`src/rtl/fx2lp_pkg.sv`:
```
// rtl/fx2lp_pkg.sv - shared state encoding, FIFO addresses and flag indices for the FX2LP arbiter
package fx2lp_pkg;

   typedef enum logic [3:0] {
      ST_IDLE,
      ST_WR_SETUP,
      ST_WR_LATCH,
      ST_WR_B0,
      ST_WR_B1,
      ST_WR_B2,
      ST_WR_B3,
      ST_RD_SETUP,
      ST_RD_DATA,
      ST_PKTEND
   } state_t;

   typedef enum logic {
      RR_WRITE = 1'b0,
      RR_READ  = 1'b1
   } rr_t;

   localparam logic [1:0] FIFOADR_EP2 = 2'b00;
   localparam logic [1:0] FIFOADR_EP6 = 2'b10;

   localparam int FLAG_EP2_EMPTY_N = 0;
   localparam int FLAG_EP6_FULL_N  = 1;

   function automatic logic [7:0] word_byte(input logic [31:0] word, input logic [1:0] idx);
      return word[8*idx +: 8];
   endfunction

endpackage

```
`src/rtl/fx2lp_pktend_timer.sv`:
```
// rtl/fx2lp_pktend_timer.sv - EP6 byte count modulo packet size and idle timer raising pktend_req
module fx2lp_pktend_timer #(
   parameter int PKT_BYTES    = 512,
   parameter int IDLE_TIMEOUT = 4096
) (
   input  logic clk,
   input  logic rst_n,
   input  logic word_done,
   input  logic in_idle,
   input  logic wr_req,
   input  logic pktend_done,
   output logic pktend_req
);

   localparam int CW = $clog2(PKT_BYTES);
   localparam int TW = $clog2(IDLE_TIMEOUT + 1);

   logic [CW-1:0] byte_count;
   logic [TW-1:0] idle_timer;

   // A full packet wraps the count to zero, so an auto-committed packet never arms the timer.
   always_ff @(posedge clk or negedge rst_n) begin
      if (!rst_n) begin
         byte_count <= '0;
         idle_timer <= '0;
      end else begin
         if (pktend_done)
            byte_count <= '0;
         else if (word_done)
            byte_count <= byte_count + CW'(4);

         if (pktend_done || word_done)
            idle_timer <= '0;
         else if (in_idle && (byte_count != '0) && !wr_req && (idle_timer != TW'(IDLE_TIMEOUT)))
            idle_timer <= idle_timer + 1'b1;
      end
   end

   assign pktend_req = (idle_timer == TW'(IDLE_TIMEOUT));

endmodule

```
`src/rtl/fx2lp_bus_arbiter.sv`:
```
// rtl/fx2lp_bus_arbiter.sv - round-robin owner of the FX2LP slave-FIFO bus for the IN (EP6) and OUT (EP2) streams
module fx2lp_bus_arbiter
   import fx2lp_pkg::*;
#(
   parameter int WR_BURST     = 8,
   parameter int RD_BURST     = 16,
   parameter int PKT_BYTES    = 512,
   parameter int IDLE_TIMEOUT = 4096
) (
   input  logic        csi_clk,
   input  logic        rsi_reset_n,
   input  logic [31:0] asi_in0_data,
   input  logic        asi_in0_valid,
   output logic        asi_in0_ready,
   output logic [7:0]  aso_out0_data,
   output logic        aso_out0_valid,
   input  logic        aso_out0_ready,
   output logic [7:0]  coe_fx2lp_fd_out,
   output logic        coe_fx2lp_fd_oe,
   input  logic [7:0]  coe_fx2lp_fd_in,
   input  logic [2:0]  coe_fx2lp_flag_n,
   output logic        coe_fx2lp_slrd_n,
   output logic        coe_fx2lp_slwr_n,
   output logic        coe_fx2lp_sloe_n,
   output logic [1:0]  coe_fx2lp_fifoadr,
   output logic        coe_fx2lp_pktend_n
);

   localparam int WCW = $clog2(WR_BURST + 1);
   localparam int RCW = $clog2(RD_BURST + 1);

   state_t         state, state_nx;
   rr_t            rr, rr_nx;
   logic [31:0]    word_reg;
   logic [WCW-1:0] wr_words;
   logic [RCW-1:0] rd_count;
   logic           wr_req, rd_req, slot_free, rd_fire, wr_accept, pktend_req;
   logic           flag_unused;

   assign flag_unused = coe_fx2lp_flag_n[2];

   assign wr_req    = asi_in0_valid & coe_fx2lp_flag_n[FLAG_EP6_FULL_N];
   assign rd_req    = coe_fx2lp_flag_n[FLAG_EP2_EMPTY_N] & ~aso_out0_valid;
   // The slot counts as free when its byte is being consumed this very cycle.
   assign slot_free = ~aso_out0_valid | aso_out0_ready;
   assign rd_fire   = (state == ST_RD_DATA) & coe_fx2lp_flag_n[FLAG_EP2_EMPTY_N] & slot_free
                      & (rd_count != RCW'(RD_BURST));
   assign wr_accept = (state == ST_WR_LATCH) & wr_req;

   always_comb begin
      state_nx           = state;
      rr_nx              = rr;
      asi_in0_ready      = 1'b0;
      coe_fx2lp_slrd_n   = 1'b1;
      coe_fx2lp_slwr_n   = 1'b1;
      coe_fx2lp_sloe_n   = 1'b1;
      coe_fx2lp_pktend_n = 1'b1;
      coe_fx2lp_fifoadr  = FIFOADR_EP6;
      coe_fx2lp_fd_oe    = 1'b0;
      coe_fx2lp_fd_out   = 8'h00;
      case (state)
         ST_IDLE: begin
            if (pktend_req) begin
               state_nx = ST_PKTEND;
            end else if (wr_req && (!rd_req || rr == RR_WRITE)) begin
               state_nx = ST_WR_SETUP;
               rr_nx    = RR_READ;
            end else if (rd_req) begin
               state_nx = ST_RD_SETUP;
               rr_nx    = RR_WRITE;
            end
         end
         ST_WR_SETUP: begin
            coe_fx2lp_fd_oe = 1'b1;
            state_nx        = ST_WR_LATCH;
         end
         ST_WR_LATCH: begin
            coe_fx2lp_fd_oe = 1'b1;
            if (wr_req) begin
               asi_in0_ready = 1'b1;
               state_nx      = ST_WR_B0;
            end else begin
               state_nx = ST_IDLE;
            end
         end
         ST_WR_B0: begin
            coe_fx2lp_fd_oe  = 1'b1;
            coe_fx2lp_slwr_n = 1'b0;
            coe_fx2lp_fd_out = word_byte(word_reg, 2'd0);
            state_nx         = ST_WR_B1;
         end
         ST_WR_B1: begin
            coe_fx2lp_fd_oe  = 1'b1;
            coe_fx2lp_slwr_n = 1'b0;
            coe_fx2lp_fd_out = word_byte(word_reg, 2'd1);
            state_nx         = ST_WR_B2;
         end
         ST_WR_B2: begin
            coe_fx2lp_fd_oe  = 1'b1;
            coe_fx2lp_slwr_n = 1'b0;
            coe_fx2lp_fd_out = word_byte(word_reg, 2'd2);
            state_nx         = ST_WR_B3;
         end
         ST_WR_B3: begin
            coe_fx2lp_fd_oe  = 1'b1;
            coe_fx2lp_slwr_n = 1'b0;
            coe_fx2lp_fd_out = word_byte(word_reg, 2'd3);
            // EP6 full is only honoured here, at the word boundary.
            if ((wr_words < WCW'(WR_BURST)) && coe_fx2lp_flag_n[FLAG_EP6_FULL_N])
               state_nx = ST_WR_LATCH;
            else
               state_nx = ST_IDLE;
         end
         ST_RD_SETUP: begin
            coe_fx2lp_fifoadr = FIFOADR_EP2;
            coe_fx2lp_sloe_n  = 1'b0;
            state_nx          = ST_RD_DATA;
         end
         ST_RD_DATA: begin
            coe_fx2lp_fifoadr = FIFOADR_EP2;
            coe_fx2lp_sloe_n  = 1'b0;
            if (rd_fire)
               coe_fx2lp_slrd_n = 1'b0;
            else
               state_nx = ST_IDLE;
         end
         ST_PKTEND: begin
            coe_fx2lp_pktend_n = 1'b0;
            state_nx           = ST_IDLE;
         end
         default: state_nx = ST_IDLE;
      endcase
   end

   always_ff @(posedge csi_clk or negedge rsi_reset_n) begin
      if (!rsi_reset_n) begin
         state          <= ST_IDLE;
         rr             <= RR_WRITE;
         word_reg       <= '0;
         wr_words       <= '0;
         rd_count       <= '0;
         aso_out0_data  <= '0;
         aso_out0_valid <= 1'b0;
      end else begin
         state <= state_nx;
         rr    <= rr_nx;
         if (wr_accept)
            word_reg <= asi_in0_data;
         if (state == ST_WR_SETUP)
            wr_words <= '0;
         else if (wr_accept)
            wr_words <= wr_words + 1'b1;
         if (state == ST_RD_SETUP)
            rd_count <= '0;
         else if (rd_fire)
            rd_count <= rd_count + 1'b1;
         if (rd_fire) begin
            aso_out0_data  <= coe_fx2lp_fd_in;
            aso_out0_valid <= 1'b1;
         end else if (aso_out0_valid && aso_out0_ready) begin
            aso_out0_valid <= 1'b0;
         end
      end
   end

   fx2lp_pktend_timer #(
      .PKT_BYTES    (PKT_BYTES),
      .IDLE_TIMEOUT (IDLE_TIMEOUT)
   ) u_pktend_timer (
      .clk         (csi_clk),
      .rst_n       (rsi_reset_n),
      .word_done   (state == ST_WR_B3),
      .in_idle     (state == ST_IDLE),
      .wr_req      (wr_req),
      .pktend_done (state == ST_PKTEND),
      .pktend_req  (pktend_req)
   );

endmodule
```
`config.mk`:
```
export PLATFORM = sky130hd
export DESIGN_NAME = fx2lp_bus_arbiter
export DESIGN_NICKNAME = d
export VERILOG_FILES = /design/src/rtl/fx2lp_pkg.sv /design/src/rtl/fx2lp_pktend_timer.sv /design/src/rtl/fx2lp_bus_arbiter.sv
export SDC_FILE = /design/constraint.sdc
export NUM_CORES = 1
export LEC_CHECK = 0
export CAP_MARGIN = 20
export CELL_PAD_IN_SITES_DETAIL_PLACEMENT = 1
export CELL_PAD_IN_SITES_GLOBAL_PLACEMENT = 2
export CORE_ASPECT_RATIO = 0.9
export CORE_MARGIN = 1
export CORE_UTILIZATION = 41
export CTS_CLUSTER_SIZE = 14
export DETAILED_ROUTE_END_ITERATION = 6
export DONT_BUFFER_PORTS = 1
export GPL_ROUTABILITY_DRIVEN = 1
export GPL_TIMING_DRIVEN = 0
export PLACE_DENSITY = 0.93
export SLEW_MARGIN = 20
export SYNTH_ARGS = -nofsm -noshare
export SYNTH_HDL_FRONTEND = slang
export SYNTH_SLANG_ARGS = --single-unit
export TNS_END_PERCENT = 10
```
`constraint.sdc`:
```
create_clock -name csi_clk -period 7.4 [get_ports csi_clk]
set_clock_uncertainty 0.05 [all_clocks]
set_input_delay 1.48 -clock csi_clk [delete_from_list [all_inputs] [get_ports csi_clk]]
set_output_delay 1.48 -clock csi_clk [all_outputs]
set_load 0.01 [all_outputs]
```
==> results of run 1 <==
logic make-up (layout without fill, tap and decap cells):
family / Yosys count / count (layout) / share of synthesized area, %
mux: 16 / 16 / 4.56
other cells: 1 / 1 / 0.101
xor+xnor: 20 / 20 / 4.70
compound gates: 36 / 36 / 6.48
simple gates: 219 / 219 / 27.0
buf+inv: 38 / 54 / 4.46
fa+ha+maj: 7 / 7 / 2.35
flops: 75 / 75 / 50.3
metrics by stage:
step	setup slack, ns	power (mW)
final	2.77	1.51
after global routing	2.59	1.62
after CTS	2.74	1.53
after detailed placement	2.75	1.13
after global placement	2.79	1.10
after floorplan	3.25	0.990
power by group:
part,internal (mW),total [mW],switching [mW],leakage (nW)
Sequential,0.536,0.628,0.0922,0.985
Combinational,0.183,0.497,0.314,0.845
Clock,0.225,0.385,0.159,0.121
cells in the final DEF, fill, tap and decap left out, types with 8 or more instances in the layout:
| master | count |
|---|---|
| inv_1 | 14 |
| xnor2_1 | 9 |
| mux2i_1 | 8 |
| nand3_1 | 12 |
| nand2_1 | 116 |
| o21ai_0 | 8 |
| xor2_1 | 11 |
| nand4_1 | 10 |
| clkbuf_8 | 9 |
| a21oi_1 | 12 |
| clkbuf_1 | 18 |
| mux2_2 | 8 |
| nor2_1 | 38 |
| dfrtp_1 | 75 |
layout make-up:
| type | count | area share [%] |
|---|---|---|
| plain buffers | 24 | 2.77 |
| clock buffers | 10 | 3.10 |
| flip-flops and latches | 75 | 45.6 |
| clock inverters | 6 | 2.73 |
| well taps | 119 | 3.62 |
| inverters | 14 | 1.28 |
| multi-input cells | 299 | 40.9 |
critical path, delay by kind of cell:
| family | cells | cell delay (ns) |
|---|---|---|
| buf+inv | 3 | 1.02 |
| simple gates | 2 | 0.59 |
path summary, 6_finish.rpt:
path,endpoint,slack (ns),from,cells past startpoint
worst min register to register,word_reg[13]$_DFFE_PN0P_,0.43,word_reg[13]$_DFFE_PN0P_,2
max in group asynchronous,state[1]$_DFFE_PN0P_,6.33,rsi_reset_n,0
worst max-delay path,asi_in0_ready,2.77,coe_fx2lp_flag_n[1],5
worst max register to register,word_reg[19]$_DFFE_PN0P_,4.60,state[0]$_DFFE_PN0P_,9
worst min-delay path,word_reg[13]$_DFFE_PN0P_,0.43,word_reg[13]$_DFFE_PN0P_,2
min in group asynchronous,u_pktend_timer.idle_timer[10]$_DFFE_PN0P_,0.77,rsi_reset_n,0
routing by layer:
metal	wire [um]	GRT usage, %
met5	0	0
met4	47	4.64
met2	4300	32.2
met1	4330	28.7
met3	423	5.58
==> results.sh, run 1 <==
export IMPL_status="finished clean"
export IMPL_die_area_um2=9480
export IMPL_holdCritPathClass="register to register"
export IMPL_cts_max_path_buffers=2
export IMPL_arrival_ns=3.10
export IMPL_yosys_top_cells_area="dfrtp_1 50%, nand2_1 12%, nor2_1 3.8%"
export IMPL_finalNonFillerCells=547
export IMPL_fp_dieW_um=103
export IMPL_grt_pass1_vias=2901
export IMPL_tritoncts="built"
export IMPL_crit_slowest_cell="clkbuf_1"
export IMPL_cts_buffers=9
export IMPL_critical_path_class="input pin to primary output"
export IMPL_end_kind="primary output"
export IMPL_grt_pass1_wl_um=14900
export IMPL_required_ns=5.87
export IMPL_final_setup_tns_ns=0
export IMPL_ys_flop_type="dfrtp_1"
export IMPL_path_max_fanout=10
export IMPL_seq_area_um2=1880
export IMPL_synth_top_cell_by_area="dfrtp_1"
export IMPL_drt_pass1_iter_count=4
export IMPL_design_area_um2=4120
export IMPL_cts_setup_buffers=0
export IMPL_multi_input_area_um2=1690
export IMPL_relSlewSlack_pct=55.2
export IMPL_worst_pin_slew_ns=0.671
export IMPL_cpMostUsedCell="clkbuf_1"
export IMPL_max_stage_delay_ns=0.45
export IMPL_wire_per_inst_um=16.6
export IMPL_htree_levels=3
export IMPL_fin_crit_ns=4.63
export IMPL_drt_total_wl_um=9100
export IMPL_fin_crit_sh_pct=62.5
export IMPL_ys_ff_latch=75
export IMPL_static_leakage_power_nw=1.95
export IMPL_drc=0
export IMPL_fp_coreArea_um2=8690
export IMPL_placed_area_um2=3880
export IMPL_port_buffers=0
export IMPL_rsz0062_at_grt="no"
export IMPL_synth_cells=412
export IMPL_clk_pin_slew_worst_paths_ns=0.08
export IMPL_num_rows=32
export IMPL_vias=2895
export IMPL_finalWeightedCongestion=0.783
export IMPL_ios=72
export IMPL_antenna_found_initial=0
export IMPL_start_kind="input pin"
export IMPL_largest_register_ffs=32
export IMPL_netlist_area_leader_share_pct=50.3
export IMPL_layout_nets=477
export IMPL_syn_nets=466
export IMPL_hold_worst_slack_ns=0.431
export IMPL_synth_async_reset_ratio_pct=100
export IMPL_fillerInstances=1056
export IMPL_seq_area_frac_synth_pct=50.3
export IMPL_grt_overflow_total=0
export IMPL_maxSlewViolCount=0
export IMPL_path_cells="and2_1, nand3_1, inv_1, clkbuf_1, clkbuf_1"
export IMPL_clock_sinks=75
export IMPL_synth_edf_count=0
export IMPL_synthToLayoutAreaGrowth_pct=10.4
export IMPL_grt_usage_pct=20.7
export IMPL_cts_repair_resize_count=0
export IMPL_fmax_mhz=216
export IMPL_syn_area_um2=3730
export IMPL_initial_core_util_pct=42.9
export IMPL_postLayoutCoreUtil_pct=47.4
export IMPL_yosysMostFrequentCell="nand2_1"
export IMPL_hold_viol=0
export IMPL_antennaDiodeCount=0
export IMPL_hold_buffers=0
export IMPL_cts_root_buffer_cell="clkbuf_8"
export IMPL_final_antenna_net_count=0
export IMPL_ys_warn_count=0
export IMPL_powerDensity_nw_per_um2=367
export IMPL_clk_latency_ns=0.35
export IMPL_viasPerCell=5.29
export IMPL_dp_cells=531
export IMPL_dp_hpwl_um=6590
export IMPL_yosysUniqueCellTypes=45
export IMPL_grt_max_degree=76
export IMPL_drive_gt1_share_pct=7.94
export IMPL_maxCapViolations=0
export IMPL_ir_worst_vdd_mv=0.139
export IMPL_setup_viol=0
export IMPL_synth_top_cells_by_count="116 x nand2_1, 75 x dfrtp_1, 38 x nor2_1"
export IMPL_first_iter_violations=115
export IMPL_synth_avg_cell_area_um2=9.05
export IMPL_die_h_um=92.5
No activity file was read; power rests on OpenSTA's default activity.
==> inputs of run 2 (changes only) <==
--- a/config.mk
+++ b/config.mk
@@ -10,13 +10,13 @@
 export CELL_PAD_IN_SITES_GLOBAL_PLACEMENT = 2
 export CORE_ASPECT_RATIO = 0.9
 export CORE_MARGIN = 1
-export CORE_UTILIZATION = 41
+export CORE_UTILIZATION = 38
 export CTS_CLUSTER_SIZE = 14
 export DETAILED_ROUTE_END_ITERATION = 6
 export DONT_BUFFER_PORTS = 1
 export GPL_ROUTABILITY_DRIVEN = 1
 export GPL_TIMING_DRIVEN = 0
-export PLACE_DENSITY = 0.93
+export PLACE_DENSITY = 0.88
 export SLEW_MARGIN = 20
 export SYNTH_ARGS = -nofsm -noshare
 export SYNTH_HDL_FRONTEND = slang
==> constraint.sdc (replaced) <==
create_clock -name csi_clk -period 4.3 [get_ports csi_clk]
set_clock_uncertainty 0.05 [all_clocks]
set_input_delay 0.86 -clock csi_clk [delete_from_list [all_inputs] [get_ports csi_clk]]
set_output_delay 0.86 -clock csi_clk [all_outputs]
set_load 0.01 [all_outputs]
==> run 2 against run 1 <==
Effect of this change:
- first-iteration DRC count increased by 14%
- flip-flop and latch count unchanged
- utilization decreased by 3.9 points
- final cell count increased by 0.18%
- combinational power up 71%
- critical endpoint unchanged
- highest routed layer unchanged
- global-route usage is 1.8 points lower
- via count shrank 0.55%
- worst setup slack lost 2.1 ns
- register-to-register slack got worse by 3.1 ns
- worst hold slack got worse by 0.28 ns
- largest power group unchanged
- critical path depth grew 2
- wire length rose by 1.0%
==> results.sh, run 2 (same netlist as run 1, synthesis figures left out) <==
export IMPL_power_total_mw=2.46
export IMPL_arrival_ns=2.76
export IMPL_r2r_start="state[0]$_DFFE_PN0P_"
export IMPL_grt_pass1_wl_um=14900
export IMPL_worst_pin_slew_ns=0.665
export IMPL_clk_latency_ns=0.35
export IMPL_met3WireLength_um=428
export IMPL_hold_buffers=0
export IMPL_seq_area_um2=1880
export IMPL_initial_core_util_pct=40.0
export IMPL_fmax_mhz=272
export IMPL_largest_register_ffs=32
export IMPL_drt_total_wl_um=9190
export IMPL_maxSlewViolCount=0
export IMPL_start_kind="register"
export IMPL_maxCapViolations=0
export IMPL_grt_overflow_total=0
export IMPL_end_kind="primary output"
export IMPL_fin_crit_ns=3.67
export IMPL_path_cells="clkbuf_2, nor2b_1, clkbuf_1, nand3_1, inv_1, clkbuf_1, clkbuf_1"
export IMPL_final_common_cell="nand2_1"
export IMPL_synthToLayoutAreaGrowth_pct=8.93
export IMPL_required_ns=3.39
export IMPL_crit_slowest_cell="clkbuf_1"
export IMPL_drive_gt1_share_pct=7.75
export IMPL_final_antenna_net_count=0
export IMPL_final_setup_tns_ns=0
export IMPL_clk_pin_slew_worst_paths_ns=0.08
export IMPL_finalNonFillerCells=548
export IMPL_r2r_end="word_reg[6]$_DFFE_PN0P_"
export IMPL_status="finished clean"
export IMPL_cts_root_buffer_cell="clkbuf_8"
export IMPL_hold_viol=0
export IMPL_vias=2879
export IMPL_die_h_um=96.0
export IMPL_antennaDiodeCount=0
export IMPL_static_leakage_power_nw=1.92
export IMPL_cts_setup_buffers=0
export IMPL_critical_path_class="register to primary output"
export IMPL_cts_buffers=9
export IMPL_ir_worst_vdd_mv=0.189
export IMPL_multi_input_area_um2=1690
export IMPL_grt_usage_pct=18.9
export IMPL_grt_max_degree=76
export IMPL_cts_repair_resize_count=0
export IMPL_ios=72
export IMPL_tritoncts="built"
export IMPL_layout_nets=477
export IMPL_dp_hpwl_um=6590
export IMPL_antenna_found_initial=0
export IMPL_fp_coreArea_um2=9330
export IMPL_hold_worst_slack_ns=0.149
export IMPL_path_max_fanout=10
export IMPL_die_area_um2=10200
export IMPL_worst_slack_ns=0.630
export IMPL_reg2reg_slack_ns=1.52
export IMPL_relSlewSlack_pct=55.7
export IMPL_fin_crit_sh_pct=85.4
export IMPL_dp_cells=534
export IMPL_fp_dieW_um=106
export IMPL_wire_per_inst_um=16.8
export IMPL_ff2ff_path_depth=9
export IMPL_cpMostUsedCell="clkbuf_1"
export IMPL_wl_met1_um=4570
export IMPL_cts_max_path_buffers=2
export IMPL_setup_viol=0
export IMPL_powerDensity_nw_per_um2=605
export IMPL_fillerInstances=1104
export IMPL_final_cell_mix="116 x nand2_1, 75 x dfrtp_1, 38 x nor2_1"
export IMPL_top_layer_used="met4"
export IMPL_grt_pass1_vias=2991
export IMPL_viasPerCell=5.25
export IMPL_htree_levels=3
export IMPL_first_iter_violations=131
export IMPL_finalWeightedCongestion=0.775
export IMPL_pre_cts_ws_ns=0.900
export IMPL_drc=0
export IMPL_max_stage_delay_ns=0.41
export IMPL_wl_met2_um=4110
export IMPL_clock_sinks=75
export IMPL_port_buffers=0
export IMPL_drt_pass1_iter_count=4
export IMPL_rsz0062_at_grt="no"
export IMPL_num_rows=33
export IMPL_holdCritPathClass="input pin to asynchronous set/reset pin"
==> run 2: cell count changes in the layout (fill, tap and decap cells not counted), sizes merged <==
| cell | previous run | this run |
|---|---|---|
| inv | 15 | 14 |
| clkbuf | 28 | 27 |
| clkinvlp | 0 | 1 |
| bufinv | 3 | 1 |
| clkinv | 2 | 3 |
==> run 2: per-layer routing <==
layer	GRT usage (%)	vias up
li1	-	1382
met1	26.1	1428
met4	4.45	0
met5	0	-
met2	29.8	60
met3	5.08	9
==> run 2: how the worst max path moves through the flow <==
stage,from,end,slack (ns),cells past startpoint
6_report,state[0]$_DFFE_PN0P_,asi_in0_ready,0.63,7
5_1_grt,state[0]$_DFFE_PN0P_,asi_in0_ready,0.40,7
4_1_cts,state[0]$_DFFE_PN0P_,asi_in0_ready,0.61,7
3_5_place_dp,coe_fx2lp_flag_n[1],asi_in0_ready,0.90,5
3_3_place_gp,coe_fx2lp_flag_n[1],asi_in0_ready,0.90,5
2_1_floorplan,coe_fx2lp_flag_n[1],asi_in0_ready,1.39,5
==> run 2: area by class of cell <==
cell class,count,area share (%)
Buffer,24,2.80
Clock buffer,9,3.05
Clock inverter,5,1.39
Inverter,14,1.29
Multi-Input combinational cell,299,41.5
Sequential cell,75,46.2
Tap cell,122,3.76
==> run 2: where the power goes <==
group,total [mW],switching (mW),internal [mW]
sequential,1.08,0.159,0.922
combinational,0.852,0.538,0.314
clock,0.523,0.263,0.261
==> run 2: worst max-delay path, delay by kind of cell (launching register included) <==
family	cells	cell delay, ns
flops	1	0.37
simple gates	2	0.52
buf+inv	5	1.51
==> run 2: per-stage QoR <==
step | cell area [um^2] | util [%]
after floorplan | 3730 | -
after global placement | 3880 | 41.6
after detailed placement | 3880 | 41.6
after CTS | 4060 | 43.5
after global routing | 4060 | 43.5
final | 4060 | 43.5
==> inputs of run 3 (changes only) <==
--- a/config.mk
+++ b/config.mk
@@ -6,7 +6,7 @@
 export NUM_CORES = 1
 export LEC_CHECK = 0
 export CAP_MARGIN = 20
-export CELL_PAD_IN_SITES_DETAIL_PLACEMENT = 1
+export CELL_PAD_IN_SITES_DETAIL_PLACEMENT = 0
 export CELL_PAD_IN_SITES_GLOBAL_PLACEMENT = 2
 export CORE_ASPECT_RATIO = 0.9
 export CORE_MARGIN = 1
==> run 3 against run 2 <==
Effect of this change:
- sequential share of layout area rose by 0.11 points
- critical path depth unchanged
- wire length fell by 8.2%
- sequential power is essentially flat
- worst setup slack better by 0.037 ns
- final cell count up 0.36%
- design area is 0.25% lower
==> results.sh, run 3 (same netlist as run 1, synthesis figures left out) <==
export IMPL_status="finished clean"
export IMPL_hold_buffers=0
export IMPL_fin_crit_ns=3.63
export IMPL_final_antenna_net_count=0
export IMPL_cts_max_path_buffers=2
export IMPL_grt_usage_pct=17.6
export IMPL_initial_core_util_pct=40.0
export IMPL_grt_max_degree=76
export IMPL_first_iter_violations=129
export IMPL_final_setup_tns_ns=0
export IMPL_maxCapViolations=0
export IMPL_cts_buffers=9
export IMPL_clock_sinks=75
export IMPL_design_area_um2=4050
export IMPL_static_leakage_power_nw=1.91
export IMPL_worst_slack_ns=0.667
export IMPL_finalWeightedCongestion=0.775
export IMPL_cts_setup_buffers=0
export IMPL_start_kind="register"
export IMPL_ff2ff_path_depth=9
export IMPL_drive_gt1_share_pct=7.94
export IMPL_fin_crit_sh_pct=84.5
export IMPL_port_buffers=0
export IMPL_path_cells="clkbuf_2, nor2b_1, clkbuf_1, nand3_1, inv_1, clkbuf_1, clkbuf_1"
export IMPL_cpMostUsedCell="clkbuf_1"
export IMPL_placed_area_um2=3880
export IMPL_antenna_found_initial=0
export IMPL_setup_viol=0
export IMPL_wire_per_inst_um=15.3
export IMPL_rsz0062_at_grt="no"
export IMPL_fmax_mhz=275
export IMPL_die_area_um2=10200
export IMPL_end_kind="primary output"
export IMPL_vias=2793
export IMPL_dp_hpwl_um=5980
export IMPL_path_max_fanout=10
export IMPL_clk_latency_ns=0.34
export IMPL_maxSlewViolCount=0
export IMPL_arrival_ns=2.72
export IMPL_die_h_um=96.0
export IMPL_fillerInstances=950
export IMPL_fp_dieW_um=106
export IMPL_drt_total_wl_um=8440
export IMPL_holdCritPathClass="input pin to asynchronous set/reset pin"
export IMPL_hold_viol=0
export IMPL_grt_overflow_total=0
export IMPL_ios=72
export IMPL_grt_pass1_wl_um=13800
export IMPL_drt_pass1_iter_count=4
export IMPL_cts_repair_resize_count=0
export IMPL_htree_levels=3
export IMPL_drc=0
export IMPL_critical_path_class="register to primary output"
export IMPL_layout_nets=477
export IMPL_required_ns=3.39
export IMPL_clk_pin_slew_worst_paths_ns=0.09
export IMPL_final_cell_mix="116 x nand2_1, 75 x dfrtp_1, 38 x nor2_1"
export IMPL_fp_coreArea_um2=9330
export IMPL_power_total_mw=2.39
export IMPL_largest_register_ffs=32
export IMPL_grt_pass1_vias=2762
export IMPL_hold_worst_slack_ns=0.152
export IMPL_antennaDiodeCount=0
export IMPL_synthToLayoutAreaGrowth_pct=8.66
export IMPL_worst_pin_slew_ns=0.659
export IMPL_crit_slowest_cell="clkbuf_1"
export IMPL_pre_cts_ws_ns=0.894
export IMPL_powerDensity_nw_per_um2=589
export IMPL_relSlewSlack_pct=55.5
export IMPL_final_common_cell="nand2_1"
export IMPL_cts_root_buffer_cell="clkbuf_8"
export IMPL_ir_worst_vdd_mv=0.192
export IMPL_max_stage_delay_ns=0.42
export IMPL_tritoncts="built"
export IMPL_viasPerCell=5.08
export IMPL_num_rows=33
run 3: cell types whose count changed in the layout (fill, tap and decap cells not counted):
cell,before,now
clkinv_4,1,2
clkinvlp_4,1,2
clkbuf_1,17,18
bufinv_16,1,0
run 3: area by class of cell:
class | instances | area, um^2 | share of cell area, %
tap | 122 | 153 | 3.77
sequential | 75 | 1880 | 46.3
multi-input combinational | 299 | 1690 | 41.6
inverter | 14 | 52.6 | 1.30
buffer | 24 | 114 | 2.81
clock inverter | 6 | 42.5 | 1.05
clock buffer | 10 | 128 | 3.15
run 3: power by group:
group	switching (mW)	leakage, nW	total (mW)	internal (mW)
clock network	0.269	0.0822	0.479	0.210
registers	0.152	0.985	1.07	0.922
logic	0.521	0.845	0.835	0.314
run 3: worst paths after layout:
path                                          from  slack (ns)                            to
setup reg to reg              state[0]$_DFFE_PN0P_        1.56      word_reg[19]$_DFFE_PN0P_
max in group asynchronous              rsi_reset_n        3.91      word_reg[29]$_DFFE_PN0P_
setup / recovery              state[0]$_DFFE_PN0P_        0.67                 asi_in0_ready
min in group csi_clk       word_reg[0]$_DFFE_PN0P_        0.43       word_reg[0]$_DFFE_PN0P_
hold / removal                         rsi_reset_n        0.15  aso_out0_data[0]$_DFFE_PN0P_
hold reg to reg            word_reg[0]$_DFFE_PN0P_        0.43       word_reg[0]$_DFFE_PN0P_
run 3: stage by stage:
stage,cells,util [%]
final,550,43.4
after global routing,550,43.4
after CTS,550,43.4
after detailed placement,534,41.6
after global placement,534,41.6
after floorplan,412,-
run 3: critical path, delay by kind of cell, from the launching register on:
family,cells,cell delay [ns]
buffers and inverters,5,1.51
AND/OR/NAND/NOR,2,0.51
flip-flops,1,0.37
run 3: routing by layer:
| metal | GRT usage, % | wire (um) | vias to the layer above |
|---|---|---|---|
| li1 | - | - | 1396 |
| met1 | 25.1 | 4230 | 1312 |
| met2 | 25.6 | 3530 | 83 |
| met3 | 5.55 | 659 | 2 |
| met4 | 4.91 | 25 | 0 |
| met5 | 0 | 0 | - |
==> edit, RTL diff (settings of run 3) <==
Encoding of `state_t`: now one-hot (10 bits for 10 states).
--- a/src/rtl/fx2lp_pkg.sv
+++ b/src/rtl/fx2lp_pkg.sv
@@ -1,17 +1,17 @@
 // rtl/fx2lp_pkg.sv - shared state encoding, FIFO addresses and flag indices for the FX2LP arbiter
 package fx2lp_pkg;
 
-   typedef enum logic [3:0] {
-      ST_IDLE,
-      ST_WR_SETUP,
-      ST_WR_LATCH,
-      ST_WR_B0,
-      ST_WR_B1,
-      ST_WR_B2,
-      ST_WR_B3,
-      ST_RD_SETUP,
-      ST_RD_DATA,
-      ST_PKTEND
+   typedef enum logic [9:0] {
+      ST_IDLE     = 10'b0000000001,
+      ST_WR_SETUP = 10'b0000000010,
+      ST_WR_LATCH = 10'b0000000100,
+      ST_WR_B0    = 10'b0000001000,
+      ST_WR_B1    = 10'b0000010000,
+      ST_WR_B2    = 10'b0000100000,
+      ST_WR_B3    = 10'b0001000000,
+      ST_RD_SETUP = 10'b0010000000,
+      ST_RD_DATA  = 10'b0100000000,
+      ST_PKTEND   = 10'b1000000000
    } state_t;
 
    typedef enum logic {
Function: same outputs for any inputs over 10 cycles, from zero or initial values and one cycle with rsi_reset_n low; not proved beyond that.
==> edit against run 3 <==
Fmax is 1.0% higher; sequential share of layout area down 0.14 points; worst setup slack improved by 0.036 ns; final area increased by 8.4%; synthesized area is 6.4% higher; largest cell class unchanged; via count grew 8.2%; count of clock-buffer cells in the layout rose by 1; worst hold slack improved by 0.017 ns; sequential cell count grew 6; routed wire length up 6.3%.
Power is not compared: it rests on default switching activity, and its combinational part moved more than twofold at a synthesized area within 25%.
==> edit: results (changes against run 3) <==
[clock_tree]
clkTransAtPathRegs_ns = 0.06  ; -0.03 ns
cts_buffers = 9  ; unchanged
cts_buffer_depth = 2  ; unchanged
post_cts_resized = 0  ; unchanged
root_buffer = clkbuf_16

[synthesis]
synth_edf_count = 0  ; unchanged
seq_area_frac_synth = 0.5114  ; +0.008001
synth_commonest_cells = 123 x nand2_1, 80 x dfrtp_1, 27 x nor2_1
ys_async_sr_fraction = 1.000  ; unchanged
synth_warnings = 0  ; unchanged
syn-num-nets = 474  ; +1.7%
synth_top_area_share = 0.5047  ; +0.001376
synthCells = 420  ; +1.9%
synthTopCellsByArea = dfrtp_1 50%, nand2_1 12%, nor2_1 2.6%
yosys_register_bits = 81  ; +8.0%
yosysUniqueCellTypes = 50  ; +11%

[final_layout]
buffer_area_frac = 0.02051  ; -0.007591
sh_seq_area = 0.4618  ; -0.001424
inv_count = 13  ; -1
nMultiInputCombCells = 307  ; +2.7%
final_cells = 565  ; +2.7%
clk_share = 0.06011  ; +0.01811
largest_reg_flops = 32  ; unchanged
n_clock_buffer = 11  ; +1
fin_nets = 485  ; +1.7%
n_all_buffers = 19  ; -21%
multi_input_area_share = 0.4097  ; -0.006310
nFillCells = 1027  ; +8.1%
drive_gt1_frac = 0.09404  ; +0.01460

[critical_path]
r2r-end = word_reg[8]
critPathRequiredTime_ns = 3.39  ; about the same
crit_end = asi_in0_ready
reg2reg_depth = 7  ; -2
arrival_ns = 2.69  ; -0.03 ns
critPathMaxStageDelay_ns = 0.48  ; +0.06 ns
slowest_stage = buf_1
reg2reg_setup_slack_ns = 1.58  ; +0.02 ns
rr_startpoint = state[4]

[hold_path]
hold_path.class = in -> async

[route]
wl_per_cell_um = 15.87  ; +3.5%
drt-vias-per-instance = 5.347  ; +5.3%
drt_iter0_markers = 169  ; +31%
drc = 0  ; unchanged
drtPass1Iterations = 4  ; unchanged

[place]
place_inst = 549  ; +2.8%
routabilityCongestion = 0.7559  ; -2.5%
pre_cts_ws_ns = 1.078  ; +0.1845 ns
dpl.hpwl_um = 6226  ; +4.1%

[pwr]
p_int_mw = 1.488
leakagePower_nw = 2.135

[grt]
grt_pass1_wl_um = 14840  ; +7.8%
antenna_found_initial = 0  ; unchanged
grt_use_total = 0.1793  ; +0.003333
grt_start_max_net_pins = 82  ; +7.9%
grt_pass1_vias = 3018  ; +9.3%

[timing]
whs_ns = 0.1687  ; +0.01717 ns
worst_pin_slew_ns = 0.8770  ; +0.2185 ns

[run_status]
run_status = complete, no violations

-- edit: changes by cell type after synthesis, moves of 7 or more --
cell | before | now
nor2_1 | 38 | 27
clkbuf_1 | 17 | 10
a222oi_1 | 0 | 8
nand2_1 | 116 | 123
-- edit: stage by stage --
step / area [um2] / total power, mW
floorplan: 3966 / 1.334
global placement: 4128 / 1.404
detailed placement: 4128 / 1.419
CTS: 4392 / 2.126
global route: 4392 / 2.229
finish: 4392 / 2.099
-- edit: logic make-up (layout without fill, tap and decap cells) --
family,count (synthesis),after routing,synth area share
simple gates,232,232,0.2934
flops,81,81,0.5114
other cells,1,1,0.0009455
mux,11,11,0.03029
buf+inv,32,48,0.03501
fa+ha+maj,7,7,0.02208
compound gates,39,39,0.06940
xor+xnor,17,17,0.03754
-- edit: routing by layer --
metal  up-vias  wire length (um)  global-route usage
met5         -                 0                   0
met4         0               149             0.06667
met3        12               677             0.06019
met2       106              3910              0.2627
met1      1444              4232              0.2452
li1       1459                 -                   -
